File: src/rtl/conv_col_stream_core.sv
// rtl/conv_col_stream_core.sv - column-streamed KxK convolution core
// Accumulates K kernel/pixel column beats into N_OUT vertical window sums.
module conv_col_stream_core #(
   parameter int WIDTH  = 8,
   parameter int ROWS   = 8,
   parameter int K      = 3,
   parameter int STRIDE = 1,
   parameter int ACC_W  = 2*WIDTH + $clog2(K*K)
) (
   input  logic                                     clk,
   input  logic                                     rstn,
   input  logic                                     en,
   input  logic                                     i_valid,
   output logic                                     i_ready,
   input  logic [ROWS*WIDTH-1:0]                    i_r,
   input  logic [K*WIDTH-1:0]                       i_f,
   output logic                                     o_valid,
   input  logic                                     o_ready,
   output logic [((ROWS-K)/STRIDE+1)*ACC_W-1:0]     o_sum,
   output logic [$clog2(K):0]                       o_col
);

   localparam int N_OUT = (ROWS - K) / STRIDE + 1;
   localparam int COL_W = $clog2(K) + 1;
   localparam logic [COL_W-1:0] LAST_COL = COL_W'(K - 1);

   logic [2*WIDTH-1:0]     w_prod [N_OUT][K];
   logic [ACC_W-1:0]       w_part [N_OUT];
   logic                   w_acc;
   logic                   w_last;
   logic                   w_ohs;

   logic [COL_W-1:0]       r_col;
   logic [ACC_W-1:0]       r_acc [N_OUT];
   logic [N_OUT*ACC_W-1:0] r_sum;
   logic                   r_valid;

   // Operands zero-extended so the product keeps its full 2*WIDTH bits.
   for (genvar gj = 0; gj < N_OUT; gj++) begin : g_row
      for (genvar gk = 0; gk < K; gk++) begin : g_tap
         assign w_prod[gj][gk] = {{WIDTH{1'b0}}, i_f[gk*WIDTH +: WIDTH]}
                               * {{WIDTH{1'b0}}, i_r[(gj*STRIDE+gk)*WIDTH +: WIDTH]};
      end
   end

   always_comb begin
      for (int j = 0; j < N_OUT; j++) begin
         w_part[j] = '0;
         for (int k = 0; k < K; k++) begin
            w_part[j] = w_part[j] + ACC_W'(w_prod[j][k]);
         end
      end
   end

   assign i_ready = !r_valid | o_ready;
   assign w_acc   = en & i_valid & i_ready;
   assign w_last  = (r_col == LAST_COL);
   assign w_ohs   = en & r_valid & o_ready;

   always_ff @(posedge clk) begin
      if (!rstn) begin
         r_col   <= '0;
         r_sum   <= '0;
         r_valid <= 1'b0;
         for (int j = 0; j < N_OUT; j++) begin
            r_acc[j] <= '0;
         end
      end else begin
         if (w_acc) begin
            r_col <= w_last ? '0 : r_col + COL_W'(1);
            // Column 0 overwrites the accumulator, so no clear cycle is needed.
            for (int j = 0; j < N_OUT; j++) begin
               r_acc[j] <= (r_col == '0) ? w_part[j] : r_acc[j] + w_part[j];
               if (w_last) begin
                  r_sum[j*ACC_W +: ACC_W] <= r_acc[j] + w_part[j];
               end
            end
         end
         if (w_acc && w_last) begin
            r_valid <= 1'b1;
         end else if (w_ohs) begin
            r_valid <= 1'b0;
         end
      end
   end

   assign o_valid = r_valid;
   assign o_sum   = r_sum;
   assign o_col   = r_col;

endmodule
File: config.mk
export PLATFORM = sky130hd
export DESIGN_NAME = conv_col_stream_core
export DESIGN_NICKNAME = d
export VERILOG_FILES = /design/src/rtl/conv_col_stream_core.sv
export SDC_FILE = /design/constraint.sdc
export NUM_CORES = 2
export LEC_CHECK = 0
export ABC_AREA = 1
export CAP_MARGIN = 5
export CORE_ASPECT_RATIO = 0.6
export CORE_MARGIN = 5
export CORE_UTILIZATION = 55
export CTS_CLUSTER_DIAMETER = 120
export CTS_CLUSTER_SIZE = 8
export DETAILED_ROUTE_END_ITERATION = 10
export GPL_ROUTABILITY_DRIVEN = 0
export HOLD_SLACK_MARGIN = 0.02
export MAX_ROUTING_LAYER = met4
export PLACE_DENSITY_LB_ADDON = 0.05
export SLEW_MARGIN = 20
export SYNTH_ARGS = -nofsm -noshare
export SYNTH_HDL_FRONTEND = slang
export SYNTH_SLANG_ARGS = --single-unit
File: constraint.sdc
create_clock -name clk -period 10.2 [get_ports clk]
set_input_delay 1.53 -clock clk [delete_from_list [all_inputs] [get_ports clk]]
set_output_delay 1.53 -clock clk [all_outputs]
set_load 0.005 [all_outputs]
### Word level (Yosys, flattened, before mapping)

Memory sizes are Yosys's and may differ from the RTL's.
Index checks and enable logic that the tools add are counted.

| storage, ports and cells | value |
|---|---|
| flip-flop bits (word level) | 124 |
| latch bits | 0 |
| RAM bits | 120 |
| memory bits (read-only) | 0 |
| input port bits | 93 |
| output and inout bits | 125 |
| memories kept | 1 |

Memory list:

| memory | depth | bits a word | rd ports | clocked after Yosys merged registers in | wr ports | line | RTL |
|---|---|---|---|---|---|---|---|
| r_acc | 6 | 20 | 6 | 0 | 6 | 34 | `logic [ACC_W-1:0] r_acc [N_OUT];` |

| cells by class | value |
|---|---|
| $add $sub $neg | 19 |
| $mul | 18 |
| divide/modulo/power cells | 0 |
| order comparisons | 0 |
| equal/unequal tests | 1 |
| shift-type cells | 0 |
| muxes and demuxes | 19 |
| bitwise operators | 11 |
| reduce and logical (&&, ||, !) cells | 5 |

Operators with widths:

| kind | number |
|---|---|
| 8-bit by 8-bit multiplier with 16-bit output | 18 |
| 20-bit two-way mux | 12 |
| 20-bit by 18-bit adder with 20-bit output | 6 |
| 17-bit by 16-bit adder with 18-bit output | 6 |
| 16-bit by 16-bit adder with 17-bit output | 6 |
| 1-bit OR | 7 |
| 1-bit two-way mux | 6 |
| 1-bit bitwise AND | 4 |
| 3-bit by 1-bit adder with 3-bit output (second input constant) | 1 |
| 3-bit by 2-bit == test with 1-bit output (second input constant) | 1 |
| 3-bit zero test | 1 |
| 3-bit two-way mux | 1 |
| 2-bit AND reduction | 1 |
| 2-bit nonzero test | 1 |
| 1-bit logical AND | 1 |
| 1-bit zero test | 1 |

### Depth between registers and ports, before layout

| depth | value |
|---|---|
| depth after elaboration | 7 |
| depth in mapped cells | 39 |

### Worst setup path after synthesis

No wires, ideal clock.

| path | value |
|---|---|
| kind | input to register |
| start point | input port i_f[2] |
| end point | memory r_acc[0][15] in the netlist's numbering, data pin |
| setup time | 0.252 ns |
| arrival time | 7.946 ns |
| data required time | 9.948 ns |
| setup slack | 2.002 ns |
| cell stages on the path | 32 |
| buffers on the path | 2 |
| path through | clkbuf_1 clkbuf_1 nand2_1 fa_1 fa_1 fa_1 inv_1 fa_1 fa_1 fa_1 inv_1 fa_1 inv_1 ha_1 a21oi_1 nand2_1 nand2_1 nand2_1 nand3_1 nand3b_1 and2_1 ha_1 nand2_1 inv_1 a21oi_1 inv_1 a21oi_1 nand2_1 nand2_1 nand2_1 nand2_1 nand2_1 |

RTL lines:

| element | line | RTL |
|---|---|---|
| start, declared | 16 | `input logic [K*WIDTH-1:0] i_f,` |
| end, declared | 34 |  |

==> qor.csv <==
stage,metric,value,unit
global_routing,gr-max-usage-layer,met1,
place,placedCellCount,9839,
synth,synth_warnings,0,
synth,synth_largest_type_area_fraction,32.18,%
clocking,ctsHoldBuffers,0,
sta,fmaxAchievable,111.1,MHz
synth,avgSynthCellArea,7.268,µm²
run_status,run_status,"finished, final reports clean",
clocking,cts_resized,0,
synth,mappedNetlistNets,10100,
synth,yosys_register_bits,244,
finish,nNetsFinal,10220,
floorplan,ios,218,
drt,viasPerCell,5.115,
clocking,tritoncts,built,
place,detailed_place.area,0.06442,mm²
worst_setup_path,crit_path_start,i_r[50],
floorplan,overall_die_area,0.1169,mm²
drt,route.antenna.remaining_nets,0,
worst_setup_path,setup.worst_path.start_class,input port,
global_routing,first_global_vias,51480,
worst_hold_path,holdCritStartpoint,o_sum[107],
finish,post_route_cells_drive_above_1_share,2.872,%
synth,synth_ff_type,dfxtp_1,
drt,wire_per_inst,18.55,µm
finish,synthToLayoutAreaGrowth,8.286,%
finish,final.fill_count,10250,
place,buffer_ports.inserted,217,
drt,remaining_design_rule_violation_count,0,
sta,fin_crit_sh,88.21,%
floorplan,core-area,0.1094,mm²
worst_setup_path,path_max_fanout,13,
worst_setup_path,cp_data_required_time,10.47,ns
global_routing,grt_start_max_net_pins,95,
clocking,cts-root-to-sink-buffers,3,
global_routing,global_route.overflow_total,0,
synth,proportion_of_synthesized_chip_area_in_sequential_cells,10.07,%
finish,finish.cell_count_without_fillers,9905,
synth,count_of_flip_flops_with_a_built_in_enable_after_synthesis,120,
synth,syn-cell-area,0.06046,mm²
clocking,clkSlewWorstSetupHoldPaths,0.05,ns
sta,min_period,8.997,ns
sta,slew_worst_pin,1.058,ns
finish,total_area_of_sequential_cells,0.006086,mm²
floorplan,die_h,266.8,µm
drt,post_detailed_routing_wire_length,183800,µm
synth,synthArstFlopShare,0,%
global_routing,grt_util_all_layers,33.12,%
sta,headroom_to_the_max_slew_limit,29.50,%
global_routing,initial_antenna_violation_count,4,
sta,hold_viol_final,0,
clocking,skew_pair_late_insertion_delay,0.56,ns
finish,postLayoutCoreUtil,59.85,%
floorplan,fp-row-count,94,
finish,multi_input_area,0.04299,mm²
clocking,cts.root.buffer_cell,clkbuf_16,
drt,firstDrtPassIters,8,
synth,netlist_top_cells_count,"inv_1, nand2_1, fa_1, ha_1, nor2_1",
sta,worst_clock_skew,0.01964,ns
worst_setup_path,reg2reg_from,o_valid,
clocking,setup_fix_bufs_post_cts,0,
synth,synth.area.top_cells,"fa_1, inv_1, ha_1",
global_routing,global_route.usage.met3,5.482,%
floorplan,floorplan.die.width,438.0,µm
place,dpl.hpwl,150400,µm
clocking,clock_sinks,244,
sta,finalSetupViolCount,0,
synth,synth_most_common_cell,inv_1,
worst_setup_path,worst-endpoint-arrival,9.26,ns
drt,num_vias,50670,
sta,rsz_0062_raised_after_global_routing,no,
sta,setup-tns-final,0,ns
finish,post_route_cell_area,0.06547,mm²
clocking,htreeDepth,2,
global_routing,grt_pass1_wl,293400,µm
worst_setup_path,end_kind,flop,
drt,drt_iter0_markers,4695,
floorplan,initial_utilization,55.27,%
clocking,numCtsBuffers,36,
synth,synth_top_cell_by_area,fa_1,
synth,synthDistinctLibCells,42,
synth,synthesis.instances,8319,
global_routing,groute.layer.met1.usage,48.39,%
flow_run,max-cap-violations,0,
global_routing,groute.layer.met2.usage,48.29,%
sta,drv_slew,0,
worst_hold_path,hold_path.class,flop to flop,
worst_setup_path,path_class,input port to flop,
==> layout by cell type, fill, tap and decap left out, drive strengths merged, types with 124 or more instances in the layout <==
cell and count:
nand3 274, nand2 2211, nor2 328, buf 180
clkdlybuf4s50 192, ha 714, dfxtp 124, a21oi 184
fa 972, inv 2694, o21ai 137
==> stage by stage <==
stage                     hold WS, ns  worst slack, ns
after floorplan                0.4785            2.002
after global placement         0.4759           0.7548
after detailed placement       0.4861           0.7227
after CTS                      0.5004            1.312
after global routing           0.5324           0.7639
final                          0.4974            1.203
==> critical path: stages <==
cell             delay (ns)
clkdlybuf4s50_1        1.14
nand2_1                0.24
fa_1                   0.60
inv_1                  0.06
fa_1                   0.57
fa_1                   0.44
fa_1                   0.56
fa_1                   0.49
fa_1                   0.52
inv_1                  0.05
fa_1                   0.48
inv_1                  0.04
ha_1                   0.34
a21oi_1                0.30
o21ai_0                0.14
nand2_1                0.08
nand3_1                0.07
xor2_1                 0.38
ha_1                   0.33
a21oi_1                0.22
nand2_1                0.10
a21oi_1                0.28
nand3_1                0.12
nand2_1                0.09
a21oi_1                0.06
==> area by class of cell <==
type / count / share of cell area [%]
inverter: 2692 / 15.44
multi-input combinational: 5091 / 65.67
timing repair buffer: 372 / 5.248
clock inverter: 4 / 0.07645
tap: 1440 / 2.752
sequential: 244 / 9.296
clock buffer: 59 / 1.508
antenna: 3 / 0.01147
==> sequential cells by signal, summed over array words and instances, names as in the netlist <==
register,count
o_col,3
r_acc,120
o_valid,1
o_sum,120
==> logic make-up after synthesis <==
group,Yosys count,share of synthesized area (%)
DFF,244,10.07
AOI/OAI and AO/OA,389,3.483
and+or+nand+nor,2918,19.23
adders and majority gates,1686,46.96
buffers and inverters,2984,18.84
xor gates and xnor gates,98,1.420
==> routing by layer <==
layer / routed length [µm] / vias up
met5: 0 / -
met4: 5105 / 0
met3: 17620 / 250
met2: 77180 / 2088
met1: 83880 / 24370
li1: - / 23960
==> worst paths after layout <==
check | end | slack [ns] | depth (start not counted)
max reg2reg | r_acc[0][49] | 6.96 | 8
max | r_acc[0][119] | 1.20 | 25
min reg2reg | o_sum[107] | 0.50 | 2
min | o_sum[107] | 0.50 | 2
Power is not shown: default switching activity piles up to over one toggle a cycle in this logic, so the estimate is an artifact.
